File: src/rtl/mc_pkg.sv
// Shared definitions for the multi-cycle MIPS main controller: state
// encoding, opcode values, ALU/mux select codes and the control bundle.
package mc_pkg;

    // Controller states; 4 bits leave room for unused encodings that the
    // next-state logic steers back to FETCH.
    typedef enum logic [3:0] {
        ST_FETCH    = 4'd0,
        ST_DECODE   = 4'd1,
        ST_MEM_ADDR = 4'd2,
        ST_MEM_RD   = 4'd3,
        ST_MEM_WB   = 4'd4,
        ST_MEM_WR   = 4'd5,
        ST_EXEC_R   = 4'd6,
        ST_R_WB     = 4'd7,
        ST_EXEC_I   = 4'd8,
        ST_I_WB     = 4'd9,
        ST_BRANCH   = 4'd10,
        ST_JUMP     = 4'd11
    } state_t;

    // Supported opcodes (instr[31:26])
    localparam logic [5:0] OP_RTYPE = 6'b000000;
    localparam logic [5:0] OP_LW    = 6'b100011;
    localparam logic [5:0] OP_SW    = 6'b101011;
    localparam logic [5:0] OP_BEQ   = 6'b000100;
    localparam logic [5:0] OP_J     = 6'b000010;
    localparam logic [5:0] OP_ADDIU = 6'b001001;

    // Operation requests for the ALU control decoder
    localparam logic [1:0] ALUOP_ADD   = 2'b00;
    localparam logic [1:0] ALUOP_SUB   = 2'b01;
    localparam logic [1:0] ALUOP_FUNCT = 2'b10;

    // ALU operand B selects
    localparam logic [1:0] SRCB_REGB    = 2'b00;
    localparam logic [1:0] SRCB_FOUR    = 2'b01;
    localparam logic [1:0] SRCB_IMM     = 2'b10;
    localparam logic [1:0] SRCB_IMM_SH2 = 2'b11;

    // Next-PC source selects
    localparam logic [1:0] PCSRC_ALU    = 2'b00;
    localparam logic [1:0] PCSRC_ALUOUT = 2'b01;
    localparam logic [1:0] PCSRC_JUMP   = 2'b10;

    // One-hot instruction class produced by the opcode decoder
    typedef struct packed {
        logic rtype;
        logic lw;
        logic sw;
        logic beq;
        logic j;
        logic addiu;
        logic illegal;
    } op_class_t;

    // Every datapath control the FSM drives, grouped so the reset gate is one line
    typedef struct packed {
        logic       mem_read;
        logic       mem_write;
        logic       i_or_d;
        logic       ir_write;
        logic       pc_write;
        logic       pc_write_cond;
        logic [1:0] pc_source;
        logic       alu_src_a;
        logic [1:0] alu_src_b;
        logic [1:0] alu_ct_op;
        logic       reg_dst;
        logic       mem_to_reg;
        logic       reg_write;
        logic       illegal_op;
    } ctrl_t;

endpackage

File: src/rtl/mc_main_ctrl_op_decode.sv
// Combinational opcode classifier: maps the IR opcode field onto a one-hot
// instruction class; anything unrecognised raises the illegal bit.
module mc_op_decode
    import mc_pkg::*;
#(
    parameter int OP_W = 6
) (
    input  logic [OP_W-1:0] opcode,
    output op_class_t       op_class
);

    // Exactly one class bit is set for any opcode value
    always_comb begin
        op_class         = '0;
        op_class.rtype   = (opcode == OP_W'(OP_RTYPE));
        op_class.lw      = (opcode == OP_W'(OP_LW));
        op_class.sw      = (opcode == OP_W'(OP_SW));
        op_class.beq     = (opcode == OP_W'(OP_BEQ));
        op_class.j       = (opcode == OP_W'(OP_J));
        op_class.addiu   = (opcode == OP_W'(OP_ADDIU));
        op_class.illegal = ~(op_class.rtype | op_class.lw | op_class.sw |
                             op_class.beq | op_class.j | op_class.addiu);
    end

endmodule

File: src/rtl/mc_main_ctrl.sv
// Multi-cycle main controller for the single-ALU MIPS datapath. Controls
// are decoded from the state register (with memory-completion qualified
// by mem_ready) and forced low while reset is held.
module mc_main_ctrl
    import mc_pkg::*;
#(
    parameter int OP_W  = 6,
    parameter int CNT_W = 32
) (
    input  logic             clk,
    input  logic             rst,
    input  logic [OP_W-1:0]  opcode,
    input  logic             zero,
    input  logic             mem_ready,
    output logic             mem_read,
    output logic             mem_write,
    output logic             i_or_d,
    output logic             ir_write,
    output logic             pc_write,
    output logic             pc_write_cond,
    output logic [1:0]       pc_source,
    output logic             alu_src_a,
    output logic [1:0]       alu_src_b,
    output logic [1:0]       alu_ct_op,
    output logic             reg_dst,
    output logic             mem_to_reg,
    output logic             reg_write,
    output logic             illegal_op,
    output logic [CNT_W-1:0] instr_retired
);

    state_t           state_q, state_d;
    logic [CNT_W-1:0] cnt_q, cnt_d;
    logic             retire;
    op_class_t        op_class;
    ctrl_t            ctrl;
    ctrl_t            ctrl_out;

    // The branch decision is made in the datapath from pc_write_cond and zero
    logic unused_zero;
    assign unused_zero = zero;

    mc_op_decode #(
        .OP_W (OP_W)
    ) u_op_decode (
        .opcode   (opcode),
        .op_class (op_class)
    );

    // Next-state, retire strobe and per-state control decode
    always_comb begin
        state_d = state_q;
        retire  = 1'b0;
        ctrl    = '0;
        case (state_q)
            ST_FETCH: begin
                ctrl.mem_read  = 1'b1;
                ctrl.i_or_d    = 1'b0;
                ctrl.alu_src_a = 1'b0;
                ctrl.alu_src_b = SRCB_FOUR;
                ctrl.alu_ct_op = ALUOP_ADD;
                ctrl.pc_source = PCSRC_ALU;
                if (mem_ready) begin
                    ctrl.ir_write = 1'b1;
                    ctrl.pc_write = 1'b1;
                    state_d       = ST_DECODE;
                end
            end
            ST_DECODE: begin
                // Speculatively form the branch target into ALUOut
                ctrl.alu_src_a = 1'b0;
                ctrl.alu_src_b = SRCB_IMM_SH2;
                ctrl.alu_ct_op = ALUOP_ADD;
                if (op_class.lw || op_class.sw) begin
                    state_d = ST_MEM_ADDR;
                end else if (op_class.rtype) begin
                    state_d = ST_EXEC_R;
                end else if (op_class.beq) begin
                    state_d = ST_BRANCH;
                end else if (op_class.j) begin
                    state_d = ST_JUMP;
                end else if (op_class.addiu) begin
                    state_d = ST_EXEC_I;
                end else begin
                    ctrl.illegal_op = 1'b1;
                    state_d         = ST_FETCH;
                end
            end
            ST_MEM_ADDR: begin
                ctrl.alu_src_a = 1'b1;
                ctrl.alu_src_b = SRCB_IMM;
                ctrl.alu_ct_op = ALUOP_ADD;
                state_d        = op_class.sw ? ST_MEM_WR : ST_MEM_RD;
            end
            ST_MEM_RD: begin
                ctrl.mem_read = 1'b1;
                ctrl.i_or_d   = 1'b1;
                if (mem_ready) begin
                    state_d = ST_MEM_WB;
                end
            end
            ST_MEM_WB: begin
                ctrl.reg_write  = 1'b1;
                ctrl.mem_to_reg = 1'b1;
                ctrl.reg_dst    = 1'b0;
                retire          = 1'b1;
                state_d         = ST_FETCH;
            end
            ST_MEM_WR: begin
                ctrl.mem_write = 1'b1;
                ctrl.i_or_d    = 1'b1;
                if (mem_ready) begin
                    retire  = 1'b1;
                    state_d = ST_FETCH;
                end
            end
            ST_EXEC_R: begin
                ctrl.alu_src_a = 1'b1;
                ctrl.alu_src_b = SRCB_REGB;
                ctrl.alu_ct_op = ALUOP_FUNCT;
                state_d        = ST_R_WB;
            end
            ST_R_WB: begin
                ctrl.reg_write  = 1'b1;
                ctrl.reg_dst    = 1'b1;
                ctrl.mem_to_reg = 1'b0;
                retire          = 1'b1;
                state_d         = ST_FETCH;
            end
            ST_EXEC_I: begin
                ctrl.alu_src_a = 1'b1;
                ctrl.alu_src_b = SRCB_IMM;
                ctrl.alu_ct_op = ALUOP_ADD;
                state_d        = ST_I_WB;
            end
            ST_I_WB: begin
                ctrl.reg_write = 1'b1;
                ctrl.reg_dst   = 1'b0;
                retire         = 1'b1;
                state_d        = ST_FETCH;
            end
            ST_BRANCH: begin
                ctrl.alu_src_a     = 1'b1;
                ctrl.alu_src_b     = SRCB_REGB;
                ctrl.alu_ct_op     = ALUOP_SUB;
                ctrl.pc_write_cond = 1'b1;
                ctrl.pc_source     = PCSRC_ALUOUT;
                retire             = 1'b1;
                state_d            = ST_FETCH;
            end
            ST_JUMP: begin
                ctrl.pc_write  = 1'b1;
                ctrl.pc_source = PCSRC_JUMP;
                retire         = 1'b1;
                state_d        = ST_FETCH;
            end
            default: begin
                state_d = ST_FETCH;
            end
        endcase
    end

    // Retired-instruction count wraps naturally at its width
    always_comb begin
        cnt_d = cnt_q + CNT_W'(retire);
    end

    // State and counter registers; reset aborts any instruction in flight
    always_ff @(posedge clk or negedge rst) begin
        if (!rst) begin
            state_q <= ST_FETCH;
            cnt_q   <= '0;
        end else begin
            state_q <= state_d;
            cnt_q   <= cnt_d;
        end
    end

    // Hold every control low while reset is asserted, FETCH included
    always_comb begin
        ctrl_out = rst ? ctrl : '0;
    end

    assign mem_read      = ctrl_out.mem_read;
    assign mem_write     = ctrl_out.mem_write;
    assign i_or_d        = ctrl_out.i_or_d;
    assign ir_write      = ctrl_out.ir_write;
    assign pc_write      = ctrl_out.pc_write;
    assign pc_write_cond = ctrl_out.pc_write_cond;
    assign pc_source     = ctrl_out.pc_source;
    assign alu_src_a     = ctrl_out.alu_src_a;
    assign alu_src_b     = ctrl_out.alu_src_b;
    assign alu_ct_op     = ctrl_out.alu_ct_op;
    assign reg_dst       = ctrl_out.reg_dst;
    assign mem_to_reg    = ctrl_out.mem_to_reg;
    assign reg_write     = ctrl_out.reg_write;
    assign illegal_op    = ctrl_out.illegal_op;
    assign instr_retired = cnt_q;

endmodule
File: config.mk
export PLATFORM = sky130hd
export DESIGN_NAME = mc_main_ctrl
export DESIGN_NICKNAME = d
export VERILOG_FILES = /design/src/rtl/mc_pkg.sv /design/src/rtl/mc_main_ctrl_op_decode.sv /design/src/rtl/mc_main_ctrl.sv
export SDC_FILE = /design/constraint.sdc
export NUM_CORES = 1
export LEC_CHECK = 0
export CAP_MARGIN = 20
export CORE_MARGIN = 5
export CORE_UTILIZATION = 51
export DETAILED_ROUTE_END_ITERATION = 7
export HOLD_SLACK_MARGIN = 0.08
export PLACE_DENSITY_LB_ADDON = 0.05
export SLEW_MARGIN = 20
export SYNTH_ARGS = -nofsm -noshare
export SYNTH_HDL_FRONTEND = slang
export SYNTH_SLANG_ARGS = --single-unit
export TNS_END_PERCENT = 20
File: constraint.sdc
create_clock -name clk -period 3.52 [get_ports clk]
set_clock_uncertainty 0.1 [all_clocks]
set_input_delay 0.704 -clock clk [delete_from_list [all_inputs] [get_ports clk]]
set_output_delay 0.704 -clock clk [all_outputs]
set_load 0.1 [all_outputs]
==> results.txt <==
----------------------------------------------------
[Clocking]
  Clock tree from TritonCTS ... yes
  Clock insertion delay at the later pin of the skew report ... 0.29 ns
  Root Buffer Master ... clkbuf_8
  Number of buffers inserted to repair setup after CTS ... 0
  CTS resizes ... 0
  Cts-stage hold buffer count ... 0
  Number of buffers on the longest clock path ... 2
  Sink count of the clock tree ... 36
  CTS clk-pin slew, worst paths ... 0.06 ns
  TritonCTS Buffers ... 5
  H-tree depth reported by CTS ... 2

[Logic synthesis]
  Yosys top cell area share ... 43.7%
  Post-synthesis adder-cell area fraction ... 1.82%
  Area of the mapped netlist ... 2060 um^2
  Synthesized-area fraction occupied by ao, oa, aoi and oai cells ... 6.91%
  Top cell type by total area after synthesis ... dfrtp_1
  Sequential area share after synthesis ... 43.7%
  Number of flops mapped to enable cells by yosys ... 0
  Post-synthesis xor/xnor area fraction ... 13.6%
  Portion of netlist area occupied by mux cells ... 0%
  Ys Warns ... 0
  Netlist cell types ... 50
  Largest family of logic cells by synthesized area ... simple AND/OR/NAND/NOR gates
  Average cell area after synthesis ... 9.92 um^2
  Syn nets ... 221
  Register bit count reported by yosys ... 36
  Fraction of registers with async set or reset after synthesis ... 100%
  Top cells by area, synth ... dfrtp_1 44%, xnor2_1 7.6%, xor2_1 5.9%
  Predominant post-synthesis flop cell ... dfrtp_1
  Simple logic cell fraction of the synthesized area ... 30.3%
  Number of cells produced by synthesis ... 208

[GRT]
  Largest net degree at the start of global routing ... 37
  Global-route wire length before repair ... 8160 um
  Aggregate global-route resource usage ... 19.4%
  Overflow left after global routing ... 0
  Antenna violations before repair ... 0
  Met1 GRT Util ... 25.0%
  Number of global-route vias before repair ... 1764
  Routing layer with the top usage in global route ... met2
  Met2 track utilization from global routing ... 30.4%
  Met3 capacity usage during global routing ... 7.11%

[Setup path]
  Max stage delay on crit path ... 0.52 ns
  CP Class ... primary input to primary output
  Critical path startpoint category ... primary input
  Reg2reg end ... instr_retired[26]
  Arrival time of data at the critical path endpoint ... 2.20 ns
  R2R cell count ... 8
  Crit end category ... primary output
  Cells along the critical path ... clkdlybuf4s50_1, and4b_1, a21oi_2, o21ai_1, nor3b_2, buf_12
  Data required time of the critical path ... 2.72 ns
  End point of the critical path ... illegal_op
  Setup slack, reg-to-reg ... 0.64 ns
  Critical path launch point ... opcode[2]
  Biggest fanout along the worst timing path ... 5
  Worst path slowest cell ... clkdlybuf4s50_1
  Worst reg2reg path startpoint ... state_q[1]

[Timing]
  Maximum achievable frequency ... 0.333 GHz
  Clock period minus worst slack ... 3.00 ns
  Setup repair after global routing missed its margin ... false
  Worst slew margin relative to its limit ... 60.5%
  Number of setup violations in the final report ... 0
  Hold Violations, Final ... 0
  Worst slack on hold paths ... 0.384 ns
  Ratio of final minimum period to clock period ... 85.2%
  Final setup TNS ... 0 ns
  Max-slew violation total from the final report ... 0
  Slew at the pin closest to its max-slew limit ... 0.593 ns

[Run status]
  Result of the run ... completed

[Detailed routing]
  Detail-routed net length per standard cell ... 15.2 um
  Drt drc ... 0
  Detailed-routing iteration count for the pre-antenna-repair pass ... 4
  Total detailed-routing wirelength ... 4820 um
  Vias per inst ... 5.43
  Number of DRC violations after detailed-routing iteration 0 ... 101
  DR vias ... 1722
  Number of nets with antenna violations after detailed routing ... 0

[Min path]
  Hold Startpoint ... instr_retired[31]
  Worst hold path class ... flip-flop to flip-flop
  WHS Path Cells ... 1

[Placed design]
  Number of placed cells counting well taps ... 309
  HPWL reported at the end of detailed placement ... 3680 um
  Global placement routability congestion ... 0.808
  Count of input and output buffers ... 57

[Finish]
  Final standard cell count with taps included and fillers excluded ... 317
  Layout cells sized above 1 ... 27.3%
  Number of nets in the layout ... 279
  Number of inserted filler cells in the final layout ... 297
  Layout overhead on the synthesized area ... 38.8%
  Count of inserted antenna diode cells ... 0

[Power and ir drop]
  Power density normalized to cell area ... 590 nW/um^2
  Logic pwr share ... 47.2%
  Psw ... 0.779 mW
  Sequential Power Share ... 31.5%
  Pleak ... 1.38 nW
  Internal Power ... 0.910 mW
  Share of power burned in the clock network ... 21.3%
  Largest voltage drop on the vdd net ... 521 uV
  Share of total power consumed by net switching ... 46.1%

[Floorplan]
  Number of primary I/O pins ... 59
  Starting density of the core ... 52.0%
  Area of the die ... 5420 um^2
  Standard-cell rows ... 23
  Die Wd ... 73.6 um
  Chip Height ... 73.6 um
  Core ar. ... 3970 um^2

[Run]
  Maximum Capacitance Violations ... 0

----------------------------------------------------
==> worst min path at each step <==
stage | slack (ns) | end
floorplan | 0.31 | instr_retired[0]
detailed placement | 0.37 | instr_retired[31]
global placement | 0.36 | instr_retired[31]
global route | 0.41 | instr_retired[31]
finish | 0.38 | instr_retired[31]
CTS | 0.38 | instr_retired[31]
==> metal layers <==
layer / vias up / share of wire [%] / routed length [um]
met5: - / 0 / 0
met2: 53 / 45 / 2150
li1: 861 / - / -
met3: 7 / 8.7 / 420
met4: 0 / 1.2 / 56
met1: 801 / 45 / 2190
==> layout by cell type, fill, tap and decap left out, types with 2 or more instances in the layout <==
cell and count:
nor2_1 18, o21ai_0 3, nand2_1 16, buf_4 34
nor2b_1 4, ha_1 3, and4_4 2, buf_12 17
dfrtp_1 36, o21ai_1 3, nor4_2 4, inv_1 7
xor2_1 14, xnor2_1 18, nor3_2 3, nand2b_1 3
nand4_1 8, clkbuf_8 5, and3_1 9, nor3_1 10
a21o_1 2, nand3_1 10, or2_1 2, clkdlybuf4s50_1 7
==> power groups by stage <==
| stage | Combinational, mW | Sequential, mW | Clock (mW) |
|---|---|---|---|
| 2_1_floorplan | 0.471 | 0.630 | 0 |
| 3_3_place_gp | 0.795 | 0.539 | 0 |
| 3_5_place_dp | 0.800 | 0.538 | 0 |
| 4_1_cts | 0.803 | 0.531 | 0.360 |
| 5_1_grt | 0.844 | 0.543 | 0.382 |
| 6_report | 0.797 | 0.533 | 0.360 |
==> registers in the layout, indices dropped and copies added (netlist names) <==
| register | count |
|---|---|
| instr_retired | 32 |
| state_q | 4 |
==> worst max-delay path: cells and delay by family <==
family | cells | cell delay [ns]
compound gates | 2 | 0.27
buf+inv | 2 | 0.73
simple gates | 2 | 0.49
==> layout make-up <==
class | instances | area (um^2) | share of cell area (%)
Clock buffer | 6 | 72.6 | 2.53
Clock inverter | 2 | 35.0 | 1.22
Inverter | 7 | 26.3 | 0.917
Multi-Input combinational cell | 157 | 1100 | 38.3
Sequential cell | 36 | 901 | 31.5
Tap cell | 50 | 62.6 | 2.18
Timing Repair Buffer | 59 | 671 | 23.4
==> Yosys cell counts (4+ instances only) <==
cell      n
dfrtp_1  36
nor2_1   18
xnor2_1  18
nand2_1  16
xor2_1   14
nor3_1   11
nand3_1  10
and3_1    9
nand4_1   8
inv_1     7
nor2b_1   4
==> per-stage QoR <==
step                      area [um^2]  utilization, %  setup slack [ns]  power, mW
after floorplan                  2070               -            -0.388       1.10
after global placement           2760            69.4             0.348       1.33
after detailed placement         2760            69.4             0.277       1.34
after CTS                        2860            72.1             0.521       1.69
after global routing             2860            72.1             0.391       1.77
final                            2860            72.1             0.521       1.69
==> cell families after synthesis <==
group           after synthesis
compound gates               20
flops                        36
buf+inv                      15
xor+xnor                     32
simple gates                102
fa+ha+maj                     3
No activity file was read; power rests on OpenSTA's default activity.
